## src/rtl/lift_pkg.sv

```systemverilog
// lift_pkg: shared definitions for the three-floor lift controller.
//   NUM_REQ      number of request bits (hall calls + cabin calls)
//   REQ_*        bit index of each request inside the request/clear vectors
//   floor_e      floor enumeration shared with the lift state machine
package lift_pkg;

  localparam int NUM_REQ = 7;

  // Fixed bit order used for buttons, requests and clear strobes alike.
  localparam int REQ_UP0 = 0;
  localparam int REQ_UP1 = 1;
  localparam int REQ_DN1 = 2;
  localparam int REQ_DN2 = 3;
  localparam int REQ_FL0 = 4;
  localparam int REQ_FL1 = 5;
  localparam int REQ_FL2 = 6;

  typedef enum logic [1:0] {
    GND = 2'd0,
    ONE = 2'd1,
    TWO = 2'd2
  } floor_e;

endpackage

```

## src/rtl/lift_debounce.sv

```systemverilog
// lift_debounce: two-flop synchroniser plus slow-tick debouncer for one button.
//   clk        system clock
//   reset      synchronous active-high reset
//   slowref_i  one-cycle clock-enable tick; debounce only advances on it
//   btn_i      raw asynchronous button level
//   deb_o      accepted (debounced) level, registered
// A changed level must be seen on DEB_TICKS consecutive ticks before it is
// accepted; any tick that sees the accepted level again restarts the count.
module lift_debounce #(
  parameter int DEB_TICKS = 3
) (
  input  logic clk,
  input  logic reset,
  input  logic slowref_i,
  input  logic btn_i,
  output logic deb_o
);

  logic       sync1_q, sync2_q;
  logic       deb_q,   deb_d;
  logic [3:0] dcnt_q,  dcnt_d;
  logic [3:0] dcnt_inc;

  assign dcnt_inc = dcnt_q + 4'd1;

  always_comb begin
    deb_d  = deb_q;
    dcnt_d = dcnt_q;
    if (slowref_i) begin
      if (sync2_q != deb_q) begin
        if (dcnt_inc == 4'(DEB_TICKS)) begin
          deb_d  = sync2_q;
          dcnt_d = 4'd0;
        end else begin
          dcnt_d = dcnt_inc;
        end
      end else begin
        dcnt_d = 4'd0;
      end
    end
  end

  // NOTE: sequential state uses non-blocking assignments so every flop samples
  // pre-edge values; the sync chain depends on this to stay two stages deep.
  always_ff @(posedge clk) begin
    if (reset) begin
      sync1_q <= 1'b0;
      sync2_q <= 1'b0;
      deb_q   <= 1'b0;
      dcnt_q  <= 4'd0;
    end else begin
      sync1_q <= btn_i;
      sync2_q <= sync1_q;
      deb_q   <= deb_d;
      dcnt_q  <= dcnt_d;
    end
  end

  assign deb_o = deb_q;

endmodule

```

## src/rtl/lift_req.sv

```systemverilog
// lift_req: request front end for the three-floor lift controller.
//   clk, reset                  system clock, synchronous active-high reset
//   btn_up0/up1/dn1/dn2         raw hall-call buttons
//   btn_fl0/fl1/fl2             raw cabin buttons
//   clr_flreq0..2, clrup0/1,
//   clrdn1/2                    clear strobes from the lift state machine
//   slowref                     one-cycle enable tick every DIV cycles
//   upreq0/1, dnreq1/2,
//   flreq0..2                   registered sticky requests
// Each button is debounced on slowref ticks; a debounced rising edge sets its
// request, which stays set until a slowref-qualified clear arrives.
module lift_req
  import lift_pkg::*;
#(
  parameter int DIV       = 1000,
  parameter int DEB_TICKS = 3
) (
  input  logic clk,
  input  logic reset,
  input  logic btn_up0,
  input  logic btn_up1,
  input  logic btn_dn1,
  input  logic btn_dn2,
  input  logic btn_fl0,
  input  logic btn_fl1,
  input  logic btn_fl2,
  input  logic clr_flreq0,
  input  logic clr_flreq1,
  input  logic clr_flreq2,
  input  logic clrup0,
  input  logic clrup1,
  input  logic clrdn1,
  input  logic clrdn2,
  output logic slowref,
  output logic upreq0,
  output logic upreq1,
  output logic dnreq1,
  output logic dnreq2,
  output logic flreq0,
  output logic flreq1,
  output logic flreq2
);

  localparam int                 CNT_W   = $clog2(DIV);
  localparam logic [CNT_W-1:0]   CNT_MAX = CNT_W'(DIV - 1);

  // ---------------------------------------------------------------- prescaler
  logic [CNT_W-1:0] cnt_q, cnt_d;
  logic             slowref_q, slowref_d;

  always_comb begin
    cnt_d     = (cnt_q == CNT_MAX) ? '0 : cnt_q + 1'b1;
    slowref_d = (cnt_q == CNT_MAX);
  end

  always_ff @(posedge clk) begin
    if (reset) begin
      cnt_q     <= '0;
      slowref_q <= 1'b0;
    end else begin
      cnt_q     <= cnt_d;
      slowref_q <= slowref_d;
    end
  end

  assign slowref = slowref_q;

  // ---------------------------------------------------- button/clear vectors
  logic [NUM_REQ-1:0] btn_v, clr_v;

  always_comb begin
    btn_v          = '0;
    btn_v[REQ_UP0] = btn_up0;
    btn_v[REQ_UP1] = btn_up1;
    btn_v[REQ_DN1] = btn_dn1;
    btn_v[REQ_DN2] = btn_dn2;
    btn_v[REQ_FL0] = btn_fl0;
    btn_v[REQ_FL1] = btn_fl1;
    btn_v[REQ_FL2] = btn_fl2;

    clr_v          = '0;
    clr_v[REQ_UP0] = clrup0;
    clr_v[REQ_UP1] = clrup1;
    clr_v[REQ_DN1] = clrdn1;
    clr_v[REQ_DN2] = clrdn2;
    clr_v[REQ_FL0] = clr_flreq0;
    clr_v[REQ_FL1] = clr_flreq1;
    clr_v[REQ_FL2] = clr_flreq2;
  end

  // ------------------------------------------------------------- debouncers
  logic [NUM_REQ-1:0] deb_v;

  for (genvar i = 0; i < NUM_REQ; i++) begin : g_deb
    lift_debounce #(
      .DEB_TICKS(DEB_TICKS)
    ) u_deb (
      .clk      (clk),
      .reset    (reset),
      .slowref_i(slowref_q),
      .btn_i    (btn_v[i]),
      .deb_o    (deb_v[i])
    );
  end

  // ------------------------------------------------- edge detect + requests
  logic [NUM_REQ-1:0] deb_prev_q;
  logic [NUM_REQ-1:0] req_q, req_d;
  logic [NUM_REQ-1:0] set_v, clr_en_v;

  always_comb begin
    // A held button produces a single rising edge, so it sets only once.
    set_v    = deb_v & ~deb_prev_q;
    // The state machine holds its clear until its own slowref edge, so the
    // clear is only honoured there; the request must stay up until then.
    clr_en_v = clr_v & {NUM_REQ{slowref_q}};
    // NOTE: set is OR-ed in after the clear mask, so a coincident set wins.
    req_d    = set_v | (req_q & ~clr_en_v);
  end

  always_ff @(posedge clk) begin
    if (reset) begin
      deb_prev_q <= '0;
      req_q      <= '0;
    end else begin
      deb_prev_q <= deb_v;
      req_q      <= req_d;
    end
  end

  assign upreq0 = req_q[REQ_UP0];
  assign upreq1 = req_q[REQ_UP1];
  assign dnreq1 = req_q[REQ_DN1];
  assign dnreq2 = req_q[REQ_DN2];
  assign flreq0 = req_q[REQ_FL0];
  assign flreq1 = req_q[REQ_FL1];
  assign flreq2 = req_q[REQ_FL2];

endmodule
```

## config.mk

```make
export PLATFORM = sky130hd
export DESIGN_NAME = lift_req
export DESIGN_NICKNAME = d
export VERILOG_FILES = /design/src/rtl/lift_pkg.sv /design/src/rtl/lift_debounce.sv /design/src/rtl/lift_req.sv
export SDC_FILE = /design/constraint.sdc
export NUM_CORES = 1
export LEC_CHECK = 0
export BUFFER_PORTS_ARGS = -buffer_cell sky130_fd_sc_hd__buf_4
export CAP_MARGIN = 40
export CORE_UTILIZATION = 53
export DETAILED_ROUTE_END_ITERATION = 8
export PLACE_DENSITY = 0.71
export SYNTH_ARGS = -nofsm -noshare
export SYNTH_HDL_FRONTEND = slang
export SYNTH_SLANG_ARGS = --single-unit
```

## constraint.sdc

```tcl
create_clock -name clk -period 3.85 [get_ports clk]
set_input_delay 0.5775 -clock clk [delete_from_list [all_inputs] [get_ports clk]]
set_output_delay 0.5775 -clock clk [all_outputs]
set_load 0.01 [all_outputs]
```

* Word level (Yosys, flattened, before mapping)
Index checks and enable logic that the tools add are counted.
** Word-level totals
- Flip-flop bits (word level) :: 74
- Input bits :: 16
- Output and inout port bits :: 8
- Logic and storage cells :: 83
** Cells by class
- Add/sub/neg operators :: 8
- Eq/ne operators :: 15
- Muxes and demuxes :: 14
- Bitwise gates (word level) :: 6
- Reduce and logical (&&, ||, !) cells :: 8
** Operators by type and width (number)
- 4-bit two-way mux :: 14
- 4-bit by 1-bit adder with 4-bit output, second input constant :: 7
- 4-bit by 2-bit == test with 1-bit output, second input constant :: 7
- 7-bit bitwise AND :: 3
- 3-bit AND reduction :: 7
- 7-bit NOT :: 2
- 10-bit by 1-bit adder with 10-bit output, second input constant :: 1
- 10-bit == test, second input constant :: 1
- 1-bit inequality test :: 7
- 7-bit bitwise OR :: 1
- 2-bit OR reduction :: 1

* Longest topological paths before layout
- Depth in word-level cells :: 4
- Mapped depth :: 6
- Depth with buffers taken out :: 6

* Cells and area by module
From an unflattened synthesis, not the netlist that was laid out.
** Unflattened totals
- Cells, all modules :: 371
- Area total of the unflattened synthesis :: 3495.9 um^2
** Modules (own cells, without submodules)
- lift_debounce :: instances 7, cells an instance 38, area each 364.1 um^2, seq. area each 140.1 um^2
- lift_req :: instances 1, cells an instance 105, area each 947.2 um^2, seq. area each 500.5 um^2

* Least setup slack after synthesis
OpenSTA, ideal clock, no wires.
- Path kind :: reg2reg
- From :: register g_deb[0].u_deb.dcnt_q[0]
- To :: register g_deb[0].u_deb.deb_q
- Library setup time :: 0.121 ns
- Arrival :: 1.367 ns
- Required time :: 3.729 ns
- Slack :: 2.363 ns
- Stages on the path, launching flop included :: 5
- Cells stage by stage :: dfxtp_1 -> ha_1 -> or3_1 -> a21oi_1 -> mux2_2
** On the way
- Cells in the longest elaborated chain, start to end :: 3
** Ends and longest elaborated chain
- start, declared :: line lift_debounce.sv:21 : logic [3:0] dcnt_q, dcnt_d;
- start signal, assigned :: line lift_debounce.sv:55 : dcnt_q <= dcnt_d;
- 4-bit by 1-bit adder with 4-bit output :: line lift_debounce.sv:24 : assign dcnt_inc = dcnt_q + 4'd1;
- 4-bit by 2-bit == test with 1-bit output :: line lift_debounce.sv:31 : if (dcnt_inc == 4'(DEB_TICKS)) begin
- 3-bit AND reduction (no line)
- end signal, assigned :: line lift_debounce.sv:49 : deb_q <= 1'b0;
- end signal, assigned :: line lift_debounce.sv:54 : deb_q <= deb_d;
- end, declared :: line lift_debounce.sv:20 : logic deb_q, deb_d;
Every way passes these cells.
A chain may end at the register's enable or synchronous reset.

* Worst setup path in the final report
- From :: register slowref_q (netlist: slowref)
- To :: output port slowref
** RTL lines
- start, declared :: line lift_req.sv:49 : logic slowref_q, slowref_d;
- start signal, assigned :: line lift_req.sv:62 : slowref_q <= slowref_d;
- end, declared :: line lift_req.sv:34 : output logic slowref,
No word-level cell between the ends.

==> summary.txt <==
Yosys
  – Sequential share of the synthesized area: about 43%
  – Yosys top cell by area: dfxtp_1
  – Unique masters post-synth: 42
  – Syn Nets: approximately 420
  – Yosys top cell area share: 43.4%
  – Post-synth EDFFs: 0
  – Syn Inst Count: roughly 390
  – Avg Cell Area, Syn: slightly below 9 sq um
  – Commonest cells post-synth: 74 x dfxtp_1, 54 x nor2_1, 35 x nor2b_1
  – YS warnings: 0
  – Ys flop type: dfxtp_1
  – Yosys reg bits: 74
  – Syn Std Cell Area: 3410 sq um
  – Fraction of registers with async set/reset: 0%
  – Most common cell in the netlist: dfxtp_1
  – Main area contributors after synthesis: dfxtp_1 43%, nor2b_1 6.4%, nor2_1 5.9%

Critical path
  – Worst R2R Path Depth: 4
  – R2R setup slack: 2.01 ns
  – Worst EP required: 3.27 ns
  – Crit start category: flip-flop
  – Crit end category: primary output
  – Crit path kind: reg -> out
  – Data arrival, critical path: ~1.6 ns
  – Crit Path Max Fanout: 17
  – Worst r2r dst: g_deb[6].u_deb.dcnt_q[3]$_SDFFE_PP0P_
  – Reg-to-reg startpoint: slowref$_SDFF_PP0_

Power and ir drop
  – PnR Total Power: 1350 uW
  – Cell-internal power: 1060 uW
  – PD cells: 357 nW/um^2
  – Clock network fraction of total power: between 30% and 40%
  – LEAKAGE: roughly 0.0014 uW
  – Sequential power share: 57.7%
  – Worst IR Drop VDD: approximately 0.24 mV
  – Psw: 294 uW
  – Sw frac: between 20% and 30%
  – Combinational share of power: 3.0%

Global route
  – Tot GR Track Use: 19.5%
  – Largest net degree at the start of global routing: 71
  – Number of global-route vias before repair: ~2300
  – Grt ovf: 0
  – Global-route wire length before repair: ~10000 microns
  – Initial antenna violation count: 0

Min path
  – Hold Path Class: in -> reg
  – Hold path cells: 2
  – Hold EP: g_deb[0].u_deb.sync1_q$_SDFF_PP0_
  – Worst Hold Launch: btn_up0

Clock tree
  – Clock latency on the worst-skew pair: around 0.35 ns
  – CTS Root Cell: clkbuf_8
  – CTS Buffer Depth: 2
  – CTS tree: built
  – CTS clk-pin slew, worst paths: 0.07 ns
  – CTS buffer count: 9
  – Postcts setup bufs: 0
  – H-tree Lvls: 3
  – CTS hold repair buffers: 0
  – Cts repair resizes: 0
  – CTS Sinks: 74

Floorplan
  – Die area: just under 7000 sq um
  – Die H: 82.2 microns
  – Core area: just over 6000 sq um
  – Die X: just over 80 microns
  – I/O pins: 24
  – Num rows: 28
  – Initial Util: between 50% and 60%

Final layout
  – Synthesis-to-layout area growth: 11.3%
  – Final core occ: between 60% and 70%
  – Share of cells above drive strength 1: between 10% and 20%
  – Ant. Diodes: 0
  – Final #Nets: 440

Timing
  – Fin crit share: roughly 56%
  – Fin Clk Skew: 0.00850 ns
  – Worst-Margin Slew: roughly 0.70 ns
  – Hold Fails Final Rpt: 0
  – Worst hold slack: between 0.4 and 0.5 ns
  – RSZ-0062 raised after global routing: false
  – Fmax: 461 MHz
  – Setup TNS: 0 ns
  – Setup violations, final: 0
  – Max-slew violations: 0
  – Fin crit period: ~2.2 ns
  – Slew headroom: a little over half

Route
  – Post-Route WL: around 6000 microns
  – Vias: roughly 2700
  – Vias per Instance: 5.62
  – Routed WL per cell: approximately 12 microns
  – DRC: 0
  – Detail Route Antenna Nets: 0
  – 1st-iter DRT viols: around 160
  – Drt first pass iters: 4

Run status
  – Status: finished clean

Place
  – IO buf count: 23
  – RD Place Congestion: 0.816
  – DPL Wire Length: just over 4000 microns

Flow run
  – Max_cap viols: 0
## area by class of cell
type                            count  area, sq um
Sequential cell                    74         1480
Inverter                           10         37.5
Timing Repair Buffer               24          180
Tap cell                           75         93.8
Multi-Input combinational cell    290         1830
Clock buffer                       13          159
Clock inverter                      2         12.5
Fill cell                         546         2260
## per-layer routing
layer,wire length [microns],track usage (%),vias up,share of wire [%]
li1,-,-,1427,-
met1,2900,23.8,1271,48
met2,2860,31.5,37,47
met3,263,7.25,6,4.3
met4,70,7.02,0,1.2
met5,0,0,-,0
## critical path: stages, from the launching register on
cell	delay [ns]
dfxtp_1	0.71
buf_4	0.36
buf_4	0.17
## worst max path at each step
stage,cells past startpoint,slack [ns],startpoint,to
final,2,1.68,slowref$_SDFF_PP0_,slowref
after global routing,2,1.61,slowref$_SDFF_PP0_,slowref
after CTS,2,1.66,slowref$_SDFF_PP0_,slowref
after detailed placement,4,2.04,slowref$_SDFF_PP0_,g_deb[1].u_deb.deb_o$_SDFFE_PP0P_
after global placement,2,2.08,slowref$_SDFF_PP0_,slowref
after floorplan,4,2.36,g_deb[0].u_deb.dcnt_q[0]$_SDFFE_PP0P_,g_deb[0].u_deb.deb_o$_SDFFE_PP0P_
## sequential cells by signal, summed over array words and instances (netlist names)
signal and count:
req_q 7, slowref 1, g_deb.u_deb.deb_o 7, g_deb.u_deb.sync1_q 7
cnt_q 10, deb_prev_q 7, g_deb.u_deb.dcnt_q 28, g_deb.u_deb.sync2_q 7
## per-stage QoR
step	cells	setup slack, ns	instance area (sq um)
2_1_floorplan	386	2.36	3410
3_3_place_gp	473	2.08	3620
3_5_place_dp	473	2.04	3620
4_1_cts	488	1.66	3800
5_1_grt	488	1.61	3800
6_report	488	1.68	3800
## kinds of logic after synthesis
| logic type | count (synthesis) | share of synthesized area (%) |
|---|---|---|
| xor+xnor | 12 | 3.08 |
| fa+ha+maj | 15 | 5.50 |
| simple gates | 175 | 26.9 |
| buf+inv | 22 | 2.86 |
| flops | 74 | 43.4 |
| compound gates | 81 | 16.0 |
| mux | 7 | 2.31 |
## power groups by stage
stage | Sequential, uW | Clock (uW) | Combinational (uW)
2_1_floorplan | 798 | 0 | 25.5
3_3_place_gp | 799 | 0 | 40.9
3_5_place_dp | 799 | 0 | 41.7
4_1_cts | 782 | 551 | 41.7
5_1_grt | 783 | 584 | 45.4
6_report | 782 | 532 | 41.2
## placed cells by master (no fill, tap or decap), types with 3 or more instances in the layout
master     count
ha_1          15
xnor2_1       10
nand3_1       12
and3_1         7
o2111ai_1      6
clkbuf_8      11
nor2b_1       35
nor4b_1        6
nor3_2         3
a21oi_1       32
mux2_2         7
inv_1          9
o211ai_1       7
or3_1          7
o21ai_0        9
nand2_1       30
a32oi_1       12
buf_4         24
nand3b_1       7
nand4_1        3
nor2_1        54
dfxtp_1       74
nor3_1         4
a311oi_1       6
No activity file was read; power rests on OpenSTA's default activity.
